==> src/rtl/multi_mem_arbiter.sv <==
// Two-port round-robin arbiter in front of the single-port multi_memory_core.
// A granted access drives the memory for LAT cycles, then returns a one-cycle ack.
module multi_mem_arbiter #(
  parameter int unsigned AW  = 10,
  parameter int unsigned DW  = 32,
  parameter int unsigned LAT = 2
) (
  input  logic          clk,
  input  logic          rst,
  input  logic          cpu_req,
  input  logic          cpu_we,
  input  logic [AW-1:0] cpu_addr,
  input  logic [DW-1:0] cpu_wdata,
  output logic [DW-1:0] cpu_rdata,
  output logic          cpu_ack,
  output logic          cpu_stall,
  input  logic          dbg_req,
  input  logic          dbg_we,
  input  logic [AW-1:0] dbg_addr,
  input  logic [DW-1:0] dbg_wdata,
  output logic [DW-1:0] dbg_rdata,
  output logic          dbg_ack,
  output logic [AW-1:0] mem_a,
  output logic          mem_we,
  output logic [DW-1:0] mem_d,
  input  logic [DW-1:0] mem_spo,
  output logic          busy
);

  typedef enum logic [1:0] {StIdle, StAccess, StResp} state_e;

  localparam logic [3:0] CntInit = 4'(LAT - 1);

  state_e        state_q, state_d;
  logic          last_q, last_d;  // 1 = debug port was granted last
  logic          win_q, win_d;    // 1 = debug port owns the current access
  logic [3:0]    cnt_q, cnt_d;
  logic [AW-1:0] addr_q, addr_d;
  logic [DW-1:0] wdata_q, wdata_d;
  logic          we_q, we_d;
  logic [DW-1:0] cpu_rdata_q, cpu_rdata_d;
  logic [DW-1:0] dbg_rdata_q, dbg_rdata_d;
  logic          grant_dbg;

  always_ff @(posedge clk or negedge rst) begin
    if (!rst) begin
      state_q     <= StIdle;
      last_q      <= 1'b1;
      win_q       <= 1'b0;
      cnt_q       <= '0;
      addr_q      <= '0;
      wdata_q     <= '0;
      we_q        <= 1'b0;
      cpu_rdata_q <= '0;
      dbg_rdata_q <= '0;
    end else begin
      state_q     <= state_d;
      last_q      <= last_d;
      win_q       <= win_d;
      cnt_q       <= cnt_d;
      addr_q      <= addr_d;
      wdata_q     <= wdata_d;
      we_q        <= we_d;
      cpu_rdata_q <= cpu_rdata_d;
      dbg_rdata_q <= dbg_rdata_d;
    end
  end

  always_comb begin
    state_d     = state_q;
    last_d      = last_q;
    win_d       = win_q;
    cnt_d       = cnt_q;
    addr_d      = addr_q;
    wdata_d     = wdata_q;
    we_d        = we_q;
    cpu_rdata_d = cpu_rdata_q;
    dbg_rdata_d = dbg_rdata_q;
    // Debug wins when alone, or on a tie when the CPU was served last.
    grant_dbg   = dbg_req & (~cpu_req | ~last_q);
    unique case (state_q)
      StIdle: begin
        if (cpu_req | dbg_req) begin
          win_d   = grant_dbg;
          last_d  = grant_dbg;
          addr_d  = grant_dbg ? dbg_addr : cpu_addr;
          wdata_d = grant_dbg ? dbg_wdata : cpu_wdata;
          we_d    = grant_dbg ? dbg_we : cpu_we;
          cnt_d   = CntInit;
          state_d = StAccess;
        end
      end
      StAccess: begin
        if (cnt_q != '0) begin
          cnt_d = cnt_q - 4'd1;
        end else begin
          if (!we_q) begin
            if (win_q) dbg_rdata_d = mem_spo;
            else       cpu_rdata_d = mem_spo;
          end
          state_d = StResp;
        end
      end
      StResp:  state_d = StIdle;
      default: state_d = StIdle;
    endcase
  end

  always_comb begin
    mem_a   = '0;
    mem_d   = '0;
    mem_we  = 1'b0;
    cpu_ack = 1'b0;
    dbg_ack = 1'b0;
    if (state_q == StAccess) begin
      mem_a  = addr_q;
      mem_d  = wdata_q;
      mem_we = we_q & (cnt_q == '0);
    end
    if (state_q == StResp) begin
      cpu_ack = ~win_q;
      dbg_ack = win_q;
    end
  end

  assign busy      = (state_q != StIdle);
  assign cpu_rdata = cpu_rdata_q;
  assign dbg_rdata = dbg_rdata_q;
  // Gated by reset so every output is quiet while reset is held.
  assign cpu_stall = rst & cpu_req & ~cpu_ack;

endmodule
==> config.mk <==
export PLATFORM = sky130hd
export DESIGN_NAME = multi_mem_arbiter
export DESIGN_NICKNAME = d
export VERILOG_FILES = /design/src/rtl/multi_mem_arbiter.sv
export SDC_FILE = /design/constraint.sdc
export NUM_CORES = 1
export LEC_CHECK = 0
export CAP_MARGIN = 15
export CORE_ASPECT_RATIO = 1.1
export CORE_MARGIN = 2
export CORE_UTILIZATION = 35
export DETAILED_ROUTE_END_ITERATION = 10
export DONT_BUFFER_PORTS = 1
export GPL_TIMING_DRIVEN = 0
export SLEW_MARGIN = 20
export SYNTH_ARGS = -nofsm -noshare
export SYNTH_HDL_FRONTEND = slang
export SYNTH_SLANG_ARGS = --single-unit
==> constraint.sdc <==
create_clock -name clk -period 5.1 [get_ports clk]
set_input_delay 1.275 -clock clk [delete_from_list [all_inputs] [get_ports clk]]
set_output_delay 1.275 -clock clk [all_outputs]
set_load 0.02 [all_outputs]
==> results of run 1 <==
[cell families after synthesis]
group           count (synthesis)
flops                         115
buf+inv                        35
compound gates                 99
simple gates                   61
fa+ha+maj                       2
mux                           108
[layout make-up]
class	instances	area share, %
clock inverters	11	2.797
clock buffers	21	7.784
inverters	5	0.3041
well taps	196	3.973
plain buffers	30	2.899
flip-flops and latches	115	46.65
multi-input cells	270	35.60
[routing by layer]
metal / vias up / share of wire [%]
met4: 0 / 0.72
met3: 9 / 10
met1: 1606 / 40
li1: 1524 / -
met2: 177 / 49
met5: - / 0
[worst max path at each step]
| stage | start | end | slack, ps |
|---|---|---|---|
| 5_1_grt | state_q[0] | mem_d[14] | 1480 |
| 2_1_floorplan | rst | cpu_stall | 2230 |
| 3_5_place_dp | state_q[0] | mem_d[14] | 2060 |
| 6_report | state_q[0] | mem_d[13] | 1700 |
| 4_1_cts | state_q[0] | mem_d[14] | 1620 |
| 3_3_place_gp | state_q[0] | mem_d[14] | 2060 |
[worst max-delay path, cell delays in order, from the launching register on]
cell and delay (ps):
dfrtp_1 430, nor2b_1 580, clkbuf_1 390, and2_1 330
[state kept, by name, indices dropped and copies added (netlist names)]
name,count
cpu_rdata,32
dbg_rdata,32
wdata_q,32
addr_q,10
cnt_q,4
state_q,2
last_q,1
we_q,1
win_q,1
[power by group]
part / total [mW] / internal (mW) / switching [mW]
combinational: 1.47 / 0.644 / 0.830
sequential: 1.99 / 1.38 / 0.615
clock: 1.28 / 0.871 / 0.412
total: 4.75 / 2.89 / 1.86
[cells in the final DEF (no fill, tap or decap), drive strengths merged, types with 3 or more instances in the layout]
cell type,instances
a21oi,3
and2,43
buf,12
bufinv,4
clkbuf,39
clkinvlp,4
dfrtp,114
inv,7
mux2,65
mux2i,43
nor2,5
nor3b,3
o21ai,90
[through the flow]
step / hold WS (ps) / cell area, um2
6_report: 495.8 / 6172
5_1_grt: 530.7 / 6172
4_1_cts: 503.2 / 6172
3_5_place_dp: 491.0 / 5519
3_3_place_gp: 482.4 / 5519
2_1_floorplan: 465.1 / 5274
==> metrics, run 1 <==
run status finished, final reports clean; Async SR Flop Fraction between 90% and 100%; maximum vdd drop ~0.00026 V; multiplexer share of the synthesized area 24.18%; Synth Area in Compound Gates about a tenth; type of origin of the critical path flip-flop; type of the worst setup path flip-flop to output port; Final Hold Viols 0; min-delay src wdata_q[18]; HPWL after DPL just over 9000 um; largest net degree at the start of global routing roughly 120; # port buffers 0; top post-synthesis cells by area dfrtp_1 (54%), mux2_4 (8.5%), o21ai_0 (8.4%), mux2i_1 (8.2%), mux2_2 (7.3%); GR peak layer met2; die height 132.7 um; setup TNS 0 ps; Main synth FF type dfrtp_1; syn_area_per_cell roughly 13 um2; CTS tree built; Slew Limit Fails 0; CTS Hold Bufs 0; max_slew headroom 35.64%; max cap viols 0; Lkg Pwr 2.717 nW; DRT Pass-1 Iters 4; Synthesis Warnings 0; kind of end point of the critical path output port; simple-gate area share of the yosys netlist under 10%; flop-to-flop setup slack approximately 3000 ps; Final #Nets 563; adder and majority cell fraction of the synthesized area 0.4745%; global route total overflow 0; Max Buffers Root-to-Sink 2; post-CTS setup buffer count 0; post-synthesis sequential element count 115; Tot GR Track Use around 15%; fillers 1391; Post-DRT Antenna Nets 0; CTS root buffer clkbuf_16; Synth area leader dfrtp_1; Core Util, Final about two fifths; post-synth top area share between 50% and 60%; drt total wl about 12000 um; xor and xnor fraction of the mapped netlist area 0%; Layout Cells excl Fill about 650; met3 Usage GRT under 10%; Finish-stage setup viols 0; most frequent cell after synthesis dfrtp_1; # IOs approximately 230; number of synthesized flops with an enable pin 0; core footprint around 15000 um2; total CTS buffers 17; Post-Synthesis Cell Area about 5300 um2; worst path required time approximately 3800 ps; pre-CTS setup slack 2064 ps; Tmin final roughly 3400 ps; Starting Density a little over a third; vias in the first global route 3475; GR Util met1 18.14%; Via-to-Cell Ratio a little over 5; largest family of logic cells by synthesized area multiplexers; Worst Hold Endpoint wdata_q[18]; Final period util approximately 67%; initial antenna violation count 0; First DRT Iteration DRCs ~110; post-synthesis cell type count 34; global-route wire length before repair 18910 um; met2 Use GR approximately 25%; Worst Hold Class flip-flop to flip-flop; Layout Skew 7.070 ps; ANT cells 0; syn_nets ~540; GPL Wtd Cong 0.7156; DRC violations left 0; Fmax achieved roughly 290 MHz; Area Overhead vs Synth 17.03%; Vias roughly 3300; Multi-input gate area around 2200 um2; storage element area 2879 um2; Arr. time, crit path 2130 ps; hold path depth 2; PD cells just under 800 nW/um2; CP max FO 10; RSZ-0062 raised after global routing no; cell count after synthesis 420; sequential-to-total area share from yosys stat 54.59%; FP Rows 47; H-tree levels 4; WL/cell 19.11 um; number of gates resized after cts 0; Slew @ Worst Pin roughly 960 ps; number of cells after detailed placement between 600 and 700; R2R Path Start cnt_q[0]; most common library cells after synthesis dfrtp_1 (114), o21ai_0 (89), and2_1 (43), mux2i_1 (43), mux2_2 (34); r2r endpoint cpu_rdata[10]; clk slew on worst S/H paths approximately 50 ps; worst r2r path cells 7; Pwr Total 4.752 mW; Worst Slack Setup Final ~1700 ps; Die W ~120 um; layout cells sized above 1 between 20% and 30%; Die Footprint approximately 16000 um2; # clock sinks about 120; clock latency on the worst-skew pair around 400 ps
Note: power is estimated with default switching activity, not from simulation.
==> run 2: changes to the inputs <==
- clock period: 5.1 -> 3.07 ns (I/O delays scaled with it)
==> run 2 against run 1 <==
Compared with the run above: global-route usage unchanged; flip-flop and latch count unchanged; combinational power increased by 67%; non-clock buffer count unchanged; largest power group unchanged.
==> metrics, run 2 (synthesized netlist as in run 1, its figures left out) <==
run status finished, final reports clean; CTS tree built; Pwr Total between 7 and 8 mW; vias in the first global route about 3500; RSZ-0062 raised after global routing no; Final Hold Viols 0; DRT Pass-1 Iters 4; Tmin final about 2800 ps; Sw Pwr just over 3 mW; Starting Density 35.45%; CP max FO 5; initial antenna violation count 0; Tot GR Track Use 15.36%; H-tree levels 4; Vias 3318; clock latency on the worst-skew pair roughly 400 ps; commonest cells after routing, fill and taps aside dfrtp_1 (114), o21ai_0 (89), and2_1 (43), mux2i_1 (43), mux2_2 (34); PD cells approximately 1300 nW/um2; global-route wire length before repair around 19000 um; clk slew on worst S/H paths 50 ps; Comb pwr share between 30 and 40%; global route total overflow 0; total CTS buffers 17; Die Footprint 16070 um2; CTS root buffer clkbuf_16; largest net degree at the start of global routing 117; Post-DRT Antenna Nets 0; Finish-stage setup viols 0; ANT cells 0; maximum vdd drop about 0.00044 V; kind of end point of the critical path output port; WL/cell about 19 um; FP Rows between 40 and 50; layout cells sized above 1 about a quarter; Post-Layout Inst Area approximately 6200 um2; Lkg Pwr 2.718 nW; Slew Limit Fails 0; fillers 1390; GPL Wtd Cong around 0.7; # clock sinks between 100 and 150; max cap viols 0; storage element area around 2900 um2; commonest non-fill, non-tap cell in the layout dfrtp_1; drt total wl 12370 um; First DRT Iteration DRCs 138; Slew @ Worst Pin 958.0 ps; HPWL after DPL 9059 um; Max Buffers Root-to-Sink 2; # port buffers 0; Arr. time, crit path 2010 ps; setup TNS 0 ps; switch share approximately two fifths; worst path required time ~2300 ps; Fmax achieved approximately 360 MHz; type of origin of the critical path flip-flop; Final #Nets 563; Final period util approximately nine tenths; DRC violations left 0; post-placement cell area ~5500 um2; Multi-input gate area 2200 um2; Seq pwr share 42.0%; type of the worst setup path flip-flop to output port; Die W roughly 120 um; core footprint between 10000 and 15000 um2; die height ~130 um; Int Pwr 4.810 mW; Clock power frac 27.0%; Layout Skew 6.394 ps; Worst Hold Class input port to async pin; max_slew headroom a little over a third; Area Overhead vs Synth 17.08%; # IOs between 200 and 250; Via-to-Cell Ratio roughly 5.1
==> run 2: cell count changes in the layout (fill, tap and decap cells not counted) <==
cell,delta
nor2b_1,-1
nor2b_2,+1
==> run 2: path summary, 6_finish.rpt <==
kind / start / end / slack, ps / cells past startpoint
min reg2reg: wdata_q[18] / wdata_q[18] / 500 / 2
min: rst / cpu_rdata[24] / 60 / 0
max: state_q[1] / cpu_stall / 300 / 3
max in group asynchronous: rst / last_q / 2800 / 0
min in group clk: cpu_req / last_q / 420 / 1
max reg2reg: cnt_q[0] / cpu_rdata[10] / 980 / 7
==> run 2: repair_timing <==
item | 4_1_cts | 5_1_grt
hold buffers | 0 | 0
buffers inserted | 0 | 0
resized for setup | 0 | 1
endpoints found under the setup margin | 0 | 19
==> run 2: power by group through the flow <==
stage / clock network [mW] / registers, mW / logic [mW]
after floorplan: 0 / 3.17 / 2.05
after global placement: 0 / 3.31 / 2.42
after detailed placement: 0 / 3.34 / 2.48
after CTS: 2.20 / 3.32 / 2.49
after global routing: 2.28 / 3.41 / 2.70
final: 2.13 / 3.31 / 2.45
==> run 2: through the flow <==
stage               utilization [%]  hold WS (ps)  worst slack [ps]  std cells
global placement              37.10         474.3             538.2        616
finish                        41.50         59.76             295.6        648
CTS                           41.49         34.31             97.85        648
detailed placement            37.10         474.5             541.9        616
floorplan                         -         465.1              1058        420
global route                  41.50         23.25             163.8        648
==> run 2: area by class of cell <==
cell class	instances	share of cell area, %
plain buffers	30	2.898
multi-input cells	270	35.62
clock inverters	11	2.796
flip-flops and latches	115	46.63
inverters	5	0.3040
clock buffers	21	7.781
well taps	196	3.972
==> run 2: worst max-delay path, cell delays in order (launching register included) <==
cell and delay (ps):
dfrtp_1 450, inv_1 90, nor3_1 780, nor2_1 290
==> run 2: layer usage <==
metal | track usage [%] | vias up | share of wire, %
li1 | - | 1526 | -
met1 | 18.14 | 1608 | 40
met2 | 25.12 | 177 | 49
met3 | 6.552 | 7 | 11
met4 | 5.039 | 0 | 0.70
met5 | 0 | - | 0
==> run 3: changes to the inputs <==
- ABC_AREA: default -> 1
==> run 3 against run 2 <==
Compared with the run above: sequential power increased by 2%; wire length rose by 12%; cell count rose by 30%; global-route usage is 2.3 points higher; fmax down 0.35%; critical endpoint is now mem_we.
==> metrics, run 3 <==
Worst Setup SP cnt_q[0]; Critical Path Slowest Stage Cell nor3b_1; Lkg Pwr 3.038 nW; First DRT Iteration DRCs between 200 and 250; Tot GR Track Use 17.62%; Post-Synthesis Cell Area approximately 5300 um2; number of cells after detailed placement between 800 and 900; layout cells sized above 1 between 10% and 20%; Main synth FF type dfrtp_1; RSZ-0062 raised after global routing no; H-tree levels 4; Async SR Flop Fraction 100.0%; clk slew on worst S/H paths ~50 ps; Die Footprint between 15000 and 20000 um2; Synthesis Warnings 0; post-synthesis cell type count 25; syn_nets between 700 and 800; type of the worst setup path flip-flop to output port; vias in the first global route ~4200; Fmax achieved approximately 360 MHz; Die W approximately 120 um; commonest non-fill, non-tap cell in the layout nand2_1; Worst Slack Setup Final roughly 290 ps; type of origin of the critical path flip-flop; kind of end point of the critical path output port; delay of the slowest critical-path stage 770 ps; clock latency on the worst-skew pair 410 ps; CTS Hold Bufs 0; Final period util 90.69%; max cap viols 0; Post-DRT Antenna Nets 0; most frequent cell after synthesis nand2_1; run status finished, final reports clean; commonest cells after routing, fill and taps aside nand2_1 (117), dfrtp_1 (114), nor2_1 (95); maximum vdd drop about 0.00053 V; initial antenna violation count 0; number of gates resized after cts 0; Tmin final about 2800 ps; # IOs about 230; cell count after synthesis about 620; setup TNS 0 ps; core footprint about 15000 um2; Layout Skew ~5.2 ps; Starting Density about 35%; PD cells 1303 nW/um2; Multi-input gate area ~1900 um2; HPWL after DPL around 10000 um; Worst Hold Class input port to async pin; global route total overflow 0; Crit path buffers/inverters 1; Final Hold Viols 0; Synth area leader dfrtp_1; CTS tree built; Final #Nets 759; global-route wire length before repair approximately 22000 um; post-synthesis sequential element count ~120; most common library cells after synthesis nand2_1 (117), dfrtp_1 (114), nor2_1 (95); worst path required time 2300 ps; number of synthesized flops with an enable pin 0; drt total wl 13850 um; sequential-to-total area share from yosys stat between 50 and 60%; CP delay by family, top simple AND/OR/NAND/NOR gates; Slew @ Worst Pin 867.2 ps; Via-to-Cell Ratio slightly below 5; syn_area_per_cell between 8 and 9 um2; largest net degree at the start of global routing about 120; Area Overhead vs Synth 15.69%; R2R Path Start state_q[1]; crit path cell chain inv_1, ha_1, nand2_1, nor3b_1; DRC violations left 0; pre-CTS setup slack 725.5 ps; FP Rows 47; GPL Wtd Cong approximately 0.83; storage element area 2879 um2; fillers roughly 1500; Vias approximately 4200; max_slew headroom around 42%; # clock sinks ~120; ANT cells 0; DRT Pass-1 Iters 7; post-CTS setup buffer count 0; Slew Limit Fails 0; Arr. time, crit path about 2000 ps; Layout Cells excl Fill around 840; CP max FO 5; # port buffers 0; Finish-stage setup viols 0; post-synth top area share 53.95%; total CTS buffers 17; die height about 130 um; WL/cell about 16 um; CTS root buffer clkbuf_16; Max Buffers Root-to-Sink 2; top post-synthesis cells by area dfrtp_1 (54%), nand2_1 (8.3%), o21ai_2 (7.0%), nor2_1 (6.7%), o21ai_1 (5.9%)
## run 3: changes by cell type after synthesis, sizes merged, moves of 3 or more
cell and delta:
mux2i -43, inv +79, o21ai +66, and2 -43
a21oi -3, buf +4, mux2 -65, nand2 +120
nand3 +4, nor2 +93
## run 3: layer usage
layer	vias up	track usage [%]	wire, um
met1	2030	21.46	5570
met5	-	0	0
met4	0	5.747	211
met3	17	5.517	915
met2	168	29.59	7152
li1	1972	-	-
## run 3: per-stage QoR
stage / hold WS, ps / cell area, um2 / util (%) / total power, mW
final: 58.97 / 6117 / 40.95 / 7.968
after floorplan: 443.1 / 5288 / - / 5.431
after detailed placement: 457.2 / 5533 / 37.04 / 6.115
after global placement: 453.6 / 5533 / 37.04 / 5.999
after global routing: 33.31 / 6117 / 40.95 / 8.533
after CTS: 32.43 / 6117 / 40.95 / 8.049
## run 3: kinds of logic after synthesis
family / share of synthesized area (%)
simple gates: 17.25
compound gates: 17.75
flops: 54.45
buf+inv: 9.915
fa+ha+maj: 0.4732
xor+xnor: 0.1657
## run 3: area by class of cell
class                           count  share of cell area [%]
Buffer                             32                   3.375
Clock buffer                       21                   7.854
Clock inverter                     11                   1.698
Inverter                           84                   5.195
Multi-Input combinational cell    385                   30.80
Sequential cell                   115                   47.06
Tap cell                          196                   4.009
## run 3: power breakdown
group	leakage (nW)	switching, mW	total, mW	internal (mW)
Combinational	1.37	1.87	2.69	0.822
Sequential	1.38	1.08	3.38	2.30
Clock	0.285	0.703	1.90	1.20
## run 3: path summary, 6_finish.rpt
check,endpoint,slack (ps),cells after the start
setup / recovery,mem_we,290,4
hold / removal,addr_q[2],60,0
setup reg to reg,wdata_q[14],1380,6
hold reg to reg,last_q,470,2
max in group asynchronous,state_q[1],2720,0
min in group clk,last_q,470,2
